===== src/rtl/irda_wb_cmd_seq_pkg.sv =====
// Shared types for the IrDA Wishbone command sequencer.
// State encodings match the IRDA_SEQ_* constants used elsewhere in the IrDA codebase.
package irda_wb_cmd_seq_pkg;

  typedef enum logic [1:0] {
    SEQ_IDLE  = 2'd0,
    SEQ_ISSUE = 2'd1,
    SEQ_RESP  = 2'd2
  } seq_state_e;

endpackage


===== src/rtl/irda_cmd_fifo.sv =====
// Synchronous command FIFO with wrap-around pointers; the extra pointer MSB
// distinguishes full from empty.
module irda_cmd_fifo #(
  parameter int W     = 37,
  parameter int DEPTH = 8
) (
  input  logic                       clk,
  input  logic                       rst,
  input  logic                       push,
  input  logic [W-1:0]               din,
  input  logic                       pop,
  output logic [W-1:0]               dout,
  output logic [$clog2(DEPTH+1)-1:0] level,
  output logic                       full,
  output logic                       empty
);

  localparam int PW = $clog2(DEPTH);
  localparam int LW = $clog2(DEPTH + 1);

  logic [W-1:0] mem [DEPTH];
  logic [PW:0]  wptr;
  logic [PW:0]  rptr;
  logic         do_push;
  logic         do_pop;

  assign do_push = push && !full;
  assign do_pop  = pop && !empty;

  always_ff @(posedge clk) begin
    if (rst) begin
      wptr <= '0;
      rptr <= '0;
    end else begin
      if (do_push) wptr <= wptr + (PW+1)'(1);
      if (do_pop)  rptr <= rptr + (PW+1)'(1);
    end
  end

  // NOTE: the storage array is deliberately not reset; the pointers alone define
  // which entries are valid, and leaving the array out of reset lets it map to RAM.
  always_ff @(posedge clk) begin
    if (do_push) mem[wptr[PW-1:0]] <= din;
  end

  assign dout  = mem[rptr[PW-1:0]];
  assign level = LW'(wptr - rptr);
  assign full  = (level == LW'(DEPTH));
  assign empty = (wptr == rptr);

endmodule


===== src/rtl/irda_wb_cmd_seq.sv =====
// Wishbone master command sequencer: executes buffered read/write commands as
// single classic cycles with an ack timeout and returns one response per command.
module irda_wb_cmd_seq
  import irda_wb_cmd_seq_pkg::*;
#(
  parameter int AW      = 4,
  parameter int DW      = 32,
  parameter int DEPTH   = 8,
  parameter int TIMEOUT = 255
) (
  input  logic                       clk,
  input  logic                       wb_rst_i,
  input  logic                       cmd_valid,
  output logic                       cmd_ready,
  input  logic                       cmd_we,
  input  logic [AW-1:0]              cmd_addr,
  input  logic [DW-1:0]              cmd_dat,
  output logic                       rsp_valid,
  input  logic                       rsp_ready,
  output logic [DW-1:0]              rsp_dat,
  output logic                       rsp_err,
  output logic [AW-1:0]              wb_addr_o,
  output logic [DW-1:0]              wb_dat_o,
  input  logic [DW-1:0]              wb_dat_i,
  output logic                       wb_we_o,
  output logic                       wb_stb_o,
  output logic                       wb_cyc_o,
  input  logic                       wb_ack_i,
  output logic                       busy,
  output logic [$clog2(DEPTH+1)-1:0] fifo_level
);

  localparam int FW = 1 + AW + DW;
  localparam int CW = $clog2(TIMEOUT + 1);

  seq_state_e    state;
  logic [CW-1:0] tmo_cnt;
  logic [CW-1:0] tmo_next;
  logic [FW-1:0] head;
  logic          head_we;
  logic [AW-1:0] head_addr;
  logic [DW-1:0] head_dat;
  logic          fifo_full;
  logic          fifo_empty;
  logic          pop;

  // Pop only from IDLE, on the same edge that launches the Wishbone cycle.
  assign pop = (state == SEQ_IDLE) && !fifo_empty;

  irda_cmd_fifo #(
    .W     (FW),
    .DEPTH (DEPTH)
  ) u_fifo (
    .clk   (clk),
    .rst   (wb_rst_i),
    .push  (cmd_valid),
    .din   ({cmd_we, cmd_addr, cmd_dat}),
    .pop   (pop),
    .dout  (head),
    .level (fifo_level),
    .full  (fifo_full),
    .empty (fifo_empty)
  );

  assign {head_we, head_addr, head_dat} = head;
  assign tmo_next  = tmo_cnt + CW'(1);
  assign cmd_ready = !fifo_full;
  assign busy      = (state != SEQ_IDLE) || !fifo_empty;

  // NOTE: all state below uses non-blocking assignments so every register samples
  // pre-edge values, independent of statement order within the block.
  always_ff @(posedge clk) begin
    if (wb_rst_i) begin
      state     <= SEQ_IDLE;
      tmo_cnt   <= '0;
      wb_addr_o <= '0;
      wb_dat_o  <= '0;
      wb_we_o   <= 1'b0;
      wb_stb_o  <= 1'b0;
      wb_cyc_o  <= 1'b0;
      rsp_valid <= 1'b0;
      rsp_dat   <= '0;
      rsp_err   <= 1'b0;
    end else begin
      case (state)
        SEQ_IDLE: begin
          if (!fifo_empty) begin
            wb_addr_o <= head_addr;
            wb_dat_o  <= head_dat;
            wb_we_o   <= head_we;
            wb_stb_o  <= 1'b1;
            wb_cyc_o  <= 1'b1;
            tmo_cnt   <= '0;
            state     <= SEQ_ISSUE;
          end
        end
        SEQ_ISSUE: begin
          // An ack on the final timeout cycle still completes the cycle normally.
          if (wb_ack_i) begin
            wb_stb_o  <= 1'b0;
            wb_cyc_o  <= 1'b0;
            wb_we_o   <= 1'b0;
            rsp_dat   <= wb_we_o ? '0 : wb_dat_i;
            rsp_err   <= 1'b0;
            rsp_valid <= 1'b1;
            state     <= SEQ_RESP;
          end else if (tmo_next == CW'(TIMEOUT)) begin
            wb_stb_o  <= 1'b0;
            wb_cyc_o  <= 1'b0;
            wb_we_o   <= 1'b0;
            rsp_dat   <= '0;
            rsp_err   <= 1'b1;
            rsp_valid <= 1'b1;
            state     <= SEQ_RESP;
          end else begin
            tmo_cnt <= tmo_next;
          end
        end
        SEQ_RESP: begin
          if (rsp_ready) begin
            rsp_valid <= 1'b0;
            state     <= SEQ_IDLE;
          end
        end
        default: state <= SEQ_IDLE;
      endcase
    end
  end

endmodule


===== config.mk =====
export PLATFORM = sky130hd
export DESIGN_NAME = irda_wb_cmd_seq
export DESIGN_NICKNAME = d
export VERILOG_FILES = /design/src/rtl/irda_wb_cmd_seq_pkg.sv /design/src/rtl/irda_cmd_fifo.sv /design/src/rtl/irda_wb_cmd_seq.sv
export SDC_FILE = /design/constraint.sdc
export NUM_CORES = 1
export LEC_CHECK = 0
export BUFFER_PORTS_ARGS = -buffer_cell sky130_fd_sc_hd__buf_4
export CORE_ASPECT_RATIO = 0.6
export CORE_MARGIN = 10
export CORE_UTILIZATION = 45
export CTS_BUF_LIST = sky130_fd_sc_hd__clkbuf_8
export CTS_CLUSTER_SIZE = 12
export DETAILED_ROUTE_END_ITERATION = 7
export GPL_ROUTABILITY_DRIVEN = 1
export HOLD_SLACK_MARGIN = 0.05
export PLACE_DENSITY = 0.66
export SLEW_MARGIN = 20
export SYNTH_ARGS = -nofsm -noshare
export SYNTH_HDL_FRONTEND = slang
export SYNTH_SLANG_ARGS = --single-unit

===== constraint.sdc =====
create_clock -name clk -period 5.4 [get_ports clk]
set_input_delay 0.54 -clock clk [delete_from_list [all_inputs] [get_ports clk]]
set_output_delay 0.54 -clock clk [all_outputs]
set_load 0.01 [all_outputs]

==> out/metrics.csv <==
stage,metric,value,unit
yosys,synth_top_family_by_area,multiplexers,
worst_setup_path,slowest_delay,0.91,ns
worst_setup_path,cp_max_fo,28,
sta,rsz0062_at_grt,false,
detailed_routing,drc,0,
yosys,synth_commonest_cells,"edfxtp_1 (296), dfxtp_1 (93), mux4_2 (74)",
worst_setup_path,critPathRequiredTime,5.68,ns
yosys,yosys-mux-area-fraction,0.143,
final_layout,fillers,2485,
worst_setup_path,r2r_start,u_fifo.wptr[0],
yosys,synthArstFlopShare,0,
yosys,yosys_register_bits,389,
worst_setup_path,setup.worst_path.end_class,flip-flop,
hold_path,min_path_cells,2,
clock_tree,clock_sink_count,389,
grt,grt_max_degree,78,
worst_setup_path,crit_top_cell,inv_1,
final_layout,layout.nets,1051,
yosys,ys_types,49,
sta,maxSlewHeadroom,0.288,
power_and_ir_drop,powerDensity,483,nW/um2
yosys,synth_fp_nets,873,
worst_setup_path,rr_worst_depth,10,
clock_tree,root_buffer,clkbuf_8,
worst_setup_path,reg2reg_to,u_fifo.mem[5][2],
yosys,synth_compound_area_frac,0.0522,
detailed_routing,postRouteAntennaNets,0,
power_and_ir_drop,p_leak,0.00597,uW
placement,placed_cell_area,16200,um2
placement,place.gp.congestion,0.747,
yosys,yosysTopAreaCell,edfxtp_1,
run_status,status,finished clean,
sta,tightest_slew,1.06,ns
final_layout,post_route_cells_drive_above_1_share,0.332,
sta,post-route-period-util,0.708,
yosys,synth_simple_gate_area_frac,0.0384,
detailed_routing,vias,7658,
die,dieArea,40200,um2
clock_tree,cts.path.max_buffers,3,
die,rows,50,
yosys,syn_inst,791,
clock_tree,clk_latency,0.60,ns
clock_tree,cts_tree,done,
yosys,syn-cell-area,14600,um2
yosys,ys_seq_area_frac,0.737,
detailed_routing,wl,30900,um
detailed_routing,wl_per_cell,21.6,um
detailed_routing,via_per_inst,5.34,
placement,hpwl,18400,um
clock_tree,h-tree-depth,2,
final_layout,multi_input_area,3620,um2
sta,max_clock_freq,261,MHz
worst_setup_path,critical_path_class,reg2reg,
placement,dp.cells,1327,
worst_setup_path,r2r_setup_slack,1.58,ns
hold_path,min_to,rsp_dat[20],
die,ioPinCount,153,
hold_path,hp-start,wb_dat_i[20],
die,die_x,252,um
clock_tree,cts_hold_buffers,0,
power_and_ir_drop,ir_drop,0.258,mV
sta,setup_viol,0,
yosys,syn_area_per_cell,18.4,um2
sta,drv_slew,0,
yosys,synth_edf_count,296,
worst_setup_path,setup.worst_path.start,u_fifo.wptr[0],
grt,grt_use_total,0.153,
final_layout,fin_area,17400,um2
clock_tree,numCtsBuffers,56,
sta,period_minus_slack,3.82,ns
yosys,synth_fa_ha_area_frac,0.00738,
final_layout,seq_area,10800,um2
worst_setup_path,crit_chain,inv_1 -> ha_1 -> inv_1 -> fa_1 -> xor2_1 -> nor3_1 -> a31oi_1 -> nand2_1 -> nor3b_2 -> buf_12,
die,core_area,31500,um2
detailed_routing,dr.pass1.iters,5,
run,drv_cap,0,
grt,grt_pass1_vias,7996,
sta,holdWs,0.139,ns
hold_path,hold_path.class,in2reg,
clock_tree,path_clk_slew,0.07,ns
final_layout,stdcell_count,1434,
yosys,synth_top_area_share,0.610,
yosys,yosys-top-cells-area,"edfxtp_1 (61%), dfxtp_1 (13%), mux4_2 (11%)",
sta,fin_skew,0.0296,ns
yosys,synthFlopType,edfxtp_1,
yosys,yosys_warnings,0,
grt,antenna_found_initial,1,
placement,port_buffers,152,
grt,grt_remaining_overflow,0,
grt,grt_pass1_wl,48100,um
worst_setup_path,cp.arrival,4.10,ns
sta,hold_violations,0,
detailed_routing,first_iter_violations,659,
die,die_height,159,um
yosys,synth.most_common_cell,edfxtp_1,
final_layout,synthToLayoutAreaGrowth,19.1,%
clock_tree,post_cts_buffers,0,
worst_setup_path,crit_path_start_kind,flip-flop,
die,start_util,0.462,
worst_setup_path,cp_slowest_cell,nor3b_2,
clock_tree,cts_resized,0,
yosys,synth_xor_xnor_area_share,0.00421,
==> state kept, by name (all words and copies together) (netlist names), named ones only <==
register and count:
wb_addr_o 4, rsp_dat 32, wb_cyc_o 1, tmo_cnt 8, state 2, u_fifo.wptr 4
u_fifo.mem 296, u_fifo.rptr 4, rsp_err 1, wb_dat_o 32, wb_we_o 1, rsp_valid 1
==> placed cells by master (no fill, tap or decap), drive strengths merged, types with 6 or more instances in the layout <==
cell type,n
a211oi,37
a21oi,13
a22o,32
buf,167
clkbuf,66
clkinv,8
dfxtp,93
edfxtp,296
ha,7
inv,34
mux2i,39
mux4,74
nand2,17
nand3,10
nor2,53
o21ai,8
or3,6
==> critical path, delay by kind of cell (launching register included) <==
kind | cells | cell delay [ns]
xor gates and xnor gates | 1 | 0.25
buffers and inverters | 3 | 0.49
AOI/OAI and AO/OA | 1 | 0.50
DFF | 1 | 0.41
adders and majority gates | 2 | 0.54
and+or+nand+nor | 3 | 1.24
==> cell families (layout without fill, tap and decap cells) <==
group,after synthesis,in the layout
buffers and inverters,57,283
AND/OR/NAND/NOR,115,115
adder cells (fa/ha/maj),8,8
XOR/XNOR,7,7
other,0,1
flip-flops,389,389
multiplexers,115,115
AO/OA/AOI/OAI,100,100
==> cell type report <==
type	count	share of cell area
repair buffers	167	0.0729
diodes	1	0.000144
multi-input cells	345	0.208
flip-flops and latches	389	0.620
clock buffers	66	0.0523
clock inverters	40	0.0144
inverters	10	0.00216
well taps	416	0.0300
==> through the flow <==
| step | total power (uW) | TNS (ns) | util | worst slack (ns) |
|---|---|---|---|---|
| after floorplan | 5360 | -72.84 | - | -0.792 |
| after global placement | 6090 | 0 | 0.514 | 1.77 |
| after detailed placement | 6140 | 0 | 0.514 | 1.63 |
| after CTS | 8520 | 0 | 0.551 | 1.58 |
| after global routing | 8890 | 0 | 0.551 | 1.22 |
| final | 8380 | 0 | 0.551 | 1.58 |
==> layer usage <==
layer / vias up / share of wire / routed length, um / track usage
li1: 3551 / - / - / -
met1: 3892 / 0.47 / 14600 / 0.220
met2: 173 / 0.46 / 14200 / 0.232
met3: 42 / 0.052 / 1610 / 0.0342
met4: 0 / 0.013 / 409 / 0.0398
met5: - / 0 / 0 / 0
==> power breakdown <==
group | internal (uW) | switching (uW) | leakage (uW)
clock | 1260 | 1100 | 0.000663
combinational | 986 | 1150 | 0.00186
sequential | 3640 | 247 | 0.00345
total | 5880 | 2500 | 0.00597
==> how the worst max path moves through the flow <==
stage                                    to  slack, ns  cells after the start
after floorplan            u_fifo.mem[4][0]      -0.79                     10
after global placement     u_fifo.mem[5][7]       1.77                     10
after detailed placement  u_fifo.mem[5][15]       1.63                     10
after CTS                 u_fifo.mem[5][19]       1.58                     10
after global routing       u_fifo.mem[5][2]       1.22                     10
final                      u_fifo.mem[5][2]       1.58                     10
No activity file was read; power rests on OpenSTA's default activity.
